==> src/rtl/mem_arbiter.sv <==
// mem_arbiter: round-robin IFU/LSU arbiter and sequencer for the single-port data memory.
// Latency: accept at edge T -> mem_en in cycle T+1+LAT -> resp_valid from cycle T+2+LAT.
// Backpressure: one transaction in flight; req_ready stays low until the response handshakes.
module mem_arbiter #(
  parameter int unsigned LAT = 1
) (
  input  logic        clk,
  input  logic        rst,
  // instruction fetch unit, read-only
  input  logic        ifu_req_valid,
  output logic        ifu_req_ready,
  input  logic [31:0] ifu_addr,
  output logic        ifu_resp_valid,
  input  logic        ifu_resp_ready,
  output logic [31:0] ifu_rdata,
  // load/store unit
  input  logic        lsu_req_valid,
  output logic        lsu_req_ready,
  input  logic        lsu_wr,
  input  logic [31:0] lsu_addr,
  input  logic [31:0] lsu_wdata,
  input  logic [3:0]  lsu_wstrb,
  output logic        lsu_resp_valid,
  input  logic        lsu_resp_ready,
  output logic [31:0] lsu_rdata,
  // memory port (combinational read data)
  output logic        mem_en,
  output logic        mem_wr,
  output logic [31:0] mem_addr,
  output logic [31:0] mem_wdata,
  output logic [3:0]  mem_wstrb,
  input  logic [31:0] mem_rdata
);

  typedef enum logic [1:0] {IDLE, WAIT, ACC, RESP} state_t;

  localparam logic       OWN_IFU = 1'b0;
  localparam logic       OWN_LSU = 1'b1;
  localparam logic [3:0] LAT_CNT = 4'(LAT);

  state_t      state;
  state_t      state_nxt;
  logic        owner;
  logic        last_grant;
  logic [31:0] addr_q;
  logic [31:0] wdata_q;
  logic [3:0]  wstrb_q;
  logic        wr_q;
  logic [3:0]  cnt;
  logic [31:0] rdata_q;
  logic        grant_ifu;
  logic        grant_lsu;
  logic        accept;
  logic        resp_taken;

  // Round-robin grant, offered only in IDLE and never while reset is asserted
  always_comb begin
    grant_ifu = 1'b0;
    grant_lsu = 1'b0;
    if (state == IDLE && !rst) begin
      if (ifu_req_valid && lsu_req_valid) begin
        grant_ifu = (last_grant == OWN_LSU);
        grant_lsu = (last_grant == OWN_IFU);
      end else begin
        grant_ifu = ifu_req_valid;
        grant_lsu = lsu_req_valid;
      end
    end
  end

  // A grant implies the matching valid, so a grant is an accept
  assign accept        = grant_ifu | grant_lsu;
  assign ifu_req_ready = grant_ifu;
  assign lsu_req_ready = grant_lsu;
  assign resp_taken    = (owner == OWN_IFU) ? ifu_resp_ready : lsu_resp_ready;

  // FSM state register
  always_ff @(posedge clk) begin
    if (rst) state <= IDLE;
    else     state <= state_nxt;
  end

  // Next state plus the per-state strobes (memory enable, response valids)
  always_comb begin
    state_nxt      = state;
    mem_en         = 1'b0;
    ifu_resp_valid = 1'b0;
    lsu_resp_valid = 1'b0;
    case (state)
      IDLE: begin
        if (accept) state_nxt = (LAT_CNT != 4'd0) ? WAIT : ACC;
      end
      WAIT: begin
        if (cnt == 4'd1) state_nxt = ACC;
      end
      ACC: begin
        mem_en    = 1'b1;
        state_nxt = RESP;
      end
      RESP: begin
        ifu_resp_valid = (owner == OWN_IFU);
        lsu_resp_valid = (owner == OWN_LSU);
        if (resp_taken) state_nxt = IDLE;
      end
      default: state_nxt = IDLE;
    endcase
  end

  // Request capture, wait counter and response register
  always_ff @(posedge clk) begin
    if (rst) begin
      owner      <= OWN_IFU;
      last_grant <= OWN_LSU;
      addr_q     <= '0;
      wdata_q    <= '0;
      wstrb_q    <= '0;
      wr_q       <= 1'b0;
      cnt        <= '0;
      rdata_q    <= '0;
    end else begin
      if (accept) begin
        owner      <= grant_lsu;
        last_grant <= grant_lsu;
        addr_q     <= grant_lsu ? lsu_addr : ifu_addr;
        wdata_q    <= grant_lsu ? lsu_wdata : 32'd0;
        wstrb_q    <= grant_lsu ? lsu_wstrb : 4'd0;
        wr_q       <= grant_lsu & lsu_wr;
        cnt        <= LAT_CNT;
      end
      if (state == WAIT) cnt <= cnt - 4'd1;
      // Captured once, in the single access cycle; writes return it too
      if (state == ACC) rdata_q <= mem_rdata;
    end
  end

  // mem_wr is qualified by the access cycle so it never shows outside ACC
  assign mem_wr    = mem_en & wr_q;
  assign mem_addr  = addr_q;
  assign mem_wdata = wdata_q;
  assign mem_wstrb = wstrb_q;
  assign ifu_rdata = rdata_q;
  assign lsu_rdata = rdata_q;

endmodule

==> config.mk <==
export PLATFORM = sky130hd
export DESIGN_NAME = mem_arbiter
export DESIGN_NICKNAME = d
export VERILOG_FILES = /design/src/rtl/mem_arbiter.sv
export SDC_FILE = /design/constraint.sdc
export NUM_CORES = 1
export LEC_CHECK = 0
export BUFFER_PORTS_ARGS = -buffer_cell sky130_fd_sc_hd__buf_2
export CORE_MARGIN = 5
export CORE_UTILIZATION = 31
export CTS_CLUSTER_SIZE = 20
export DETAILED_ROUTE_END_ITERATION = 12
export GPL_TIMING_DRIVEN = 0
export MAX_ROUTING_LAYER = met4
export PLACE_DENSITY = 0.62
export SKIP_CTS_REPAIR_TIMING = 1
export SYNTH_ARGS = -nofsm -noshare
export SYNTH_HDL_FRONTEND = slang
export SYNTH_SLANG_ARGS = --single-unit
==> constraint.sdc <==
create_clock -name clk -period 2 [get_ports clk]
set_clock_uncertainty 0.2 [all_clocks]
set_input_delay 0.4 -clock clk [delete_from_list [all_inputs] [get_ports clk]]
set_output_delay 0.4 -clock clk [all_outputs]
set_load 0.01 [all_outputs]
==> flow_metrics.py <==
metrics = {
    "yosys": {
        "synth_area_um2": 4230,
        "synth_cell_types": 26,
        "synth_area_leaders": "dfxtp_1, nor2_1, mux2i_1",
        "syn_area_per_cell_um2": 9.89,
        "synthCells": 428,
        "ys_seq_area_share_pct": 51.5,
        "synthTopCellsByCount": "dfxtp_1, nor2_1, a22oi_1, mux2i_1, a222oi_1",
        "yosysWarningCount": 0,
        "yosys.area.top_type_share_pct": 51.5,
        "ys_seq_elements": 109,
        "synth_edf_count": 0,
        "yosys.cell_count.top_type": "dfxtp_1",
        "async_flop_share_pct": 0,
        "ys.flop_type": "dfxtp_1",
        "yosys.area.top_type": "dfxtp_1",
        "syn_nets": 574,
    },
    "die": {
        "core_area_um2": 13300,
        "die_y_um": 127,
        "initial_core_util_pct": 31.8,
        "chipWidth_um": 127,
        "io_pins": 277,
        "dieArea_um2": 16100,
        "num_rows": 42,
    },
    "grt": {
        "grt_start_max_net_pins": 19,
        "grt.total_usage_pct": 17.7,
        "grt_pass1_vias": 4416,
        "antenna_found_initial": 0,
        "grt_pass1_wl_um": 22200,
        "grt_overflow_total": 0,
    },
    "status": {
        "outcome": "finished with violations",
        "violations": "setup timing",
    },
    "setup_path": {
        "critPathKind": "reg2out",
        "cpPeakStageDelay_ns": 0.34,
        "worst-path-max-fanout": 7,
        "startpoint_type": "flip-flop",
        "path_common_cell": "buf_6",
        "cp.required_ns": 1.40,
        "worstPathCellList": "inv_2 > ha_4 > nor2b_4 > and3_4 > buf_6 > buf_8 > buf_6",
        "end_kind": "primary output",
        "cp.arrival_ns": 1.58,
        "slowest_stage": "dfxtp_2",
    },
    "place": {
        "place_ws_ns": -0.444,
        "place_area_um2": 5840,
        "routabilityCongestion": 0.883,
        "dp.cells": 880,
        "port_buffers": 276,
        "hpwlAfterDp_um": 11400,
    },
    "clock_network": {
        "clockRootBuffer": "clkbuf_16",
        "clkLatencyLatePin_ns": 0.34,
        "clk_pin_slew_ns": 0.07,
        "cts_buffers": 9,
        "cts_sinks": 109,
        "cts_tree": "done",
        "htree_levels": 3,
        "clock_path_buffers": 2,
    },
    "timing": {
        "rsz0062_at_grt": "yes",
        "worst_pin_slew_ns": 0.510,
        "drv_slew": 0,
        "post-route-min-period_ns": 2.18,
        "fmax_ghz": 0.458,
        "hold_violations": 0,
        "min_period_over_period_pct": 109,
        "finalWorstSetupSlack_ns": -0.182,
        "finalSetupViolations": 7,
        "relSlewSlack_pct": 66.0,
    },
    "cells_and_area": {
        "drive_gt1_share_pct": 51.9,
        "stdcell_count": 914,
        "diodes": 0,
        "area_delta_synth_final_pct": 52.8,
        "finalNetCount": 880,
        "fill_cells": 1284,
        "fin_area_um2": 6470,
    },
    "run": {
        "maxCapViolations": 0,
    },
    "detailed_routing": {
        "ant_nets": 0,
        "drt_wl_total_um": 14900,
        "drtIter0Drc": 236,
        "firstDrtPassIters": 7,
        "drt-vias-per-instance": 4.77,
        "drc_errors": 0,
        "num_vias": 4357,
        "post_drt_wl_per_cell_um": 16.3,
    },
    "power_and_ir_drop": {
        "vdd_drop_max_v": 0.000418,
        "totalPowerFinal_uw": 7330,
        "leakagePower_uw": 0.00326,
        "power.density_nw_per_um2": 1130,
    },
    "min_path": {
        "min_path_type": "in2reg",
    },
}
## final timing paths
| kind | start | end | slack, ns | cells after the start |
|---|---|---|---|---|
| worst max-delay path | state[1]$_SDFFE_PP0P_ | ifu_req_ready | -0.18 | 7 |
| worst min register to register | cnt[3]$_SDFFE_PP0P_ | cnt[3]$_SDFFE_PP0P_ | 0.28 | 1 |
| worst max register to register | cnt[1]$_SDFFE_PP0P_ | state[1]$_SDFFE_PP0P_ | -0.03 | 7 |
| worst min-delay path | mem_rdata[6] | ifu_rdata[6]$_SDFFE_PP0P_ | 0.1 | 3 |
## critical path, delay by kind of cell, from the launching register on
kind	cells	cell delay, ns
flops	1	0.34
simple gates	2	0.36
fa+ha+maj	1	0.15
buf+inv	4	0.40
## placed cells by master (no fill, tap or decap), drive strengths merged, types with 2 or more instances in the layout
cell type  count
buf          342
dfxtp        109
nor2         105
a22oi         37
mux2i         34
a222oi        33
clkbuf        29
ha             7
inv            7
a21oi          5
nor2b          4
and2           3
nand2b         3
a211oi         3
nand2          2
and3           2
or2            2
nand3b         2
o21bai         2
clkinv         2
## metal layers
layer	vias to the layer above	GRT usage, %	wire length, um
met5	-	-	0
met4	0	5.62	262
met3	20	4.16	1400
met2	225	31.2	7430
met1	2002	19.6	5790
li1	2110	-	-
## cell families (layout without fill, tap and decap cells)
logic type | after synthesis | in the layout | synth area share, %
buffers and inverters | 71 | 381 | 10.0
flip-flops | 109 | 109 | 51.5
multiplexers | 34 | 34 | 8.04
adder cells (fa/ha/maj) | 7 | 7 | 2.07
AO/OA/AOI/OAI | 82 | 82 | 16.1
AND/OR/NAND/NOR | 125 | 125 | 12.2
## power breakdown
| part | switching (uW) | total [uW] | internal, uW | leakage, uW |
|---|---|---|---|---|
| registers | 260 | 2810 | 2550 | 0.000888 |
| logic | 1420 | 2860 | 1450 | 0.00224 |
| clock network | 806 | 1660 | 852 | 0.000133 |
| total | 2480 | 7330 | 4840 | 0.00326 |
## area by class of cell
cell class | instances | area (um2) | share of cell area, %
Sequential cell | 109 | 2190 | 33.8
Multi-Input combinational cell | 248 | 1690 | 26.1
Timing Repair Buffer | 295 | 1560 | 24.1
Buffer | 67 | 527 | 8.14
Clock buffer | 9 | 225 | 3.48
Tap cell | 176 | 220 | 3.40
Clock inverter | 6 | 47.5 | 0.735
Inverter | 4 | 17.5 | 0.271
## registers in the layout, indices dropped and copies added (netlist names)
signal,count
last_grant,1
mem_wstrb,4
mem_addr,32
state,2
mem_wdata,32
cnt,4
ifu_rdata,32
wr_q,1
owner,1
## through the flow
stage | utilization, % | setup TNS, ns | hold WS [ns]
2_1_floorplan | - | 0 | 0.231
4_1_cts | 45.9 | -17.02 | 0.0864
6_report | 48.7 | -0.536 | 0.0988
3_3_place_gp | 43.9 | -7.70 | 0.245
3_5_place_dp | 43.9 | -14.53 | 0.263
5_1_grt | 48.7 | -2.97 | 0.0889
Note: power is estimated with default switching activity, not from simulation.
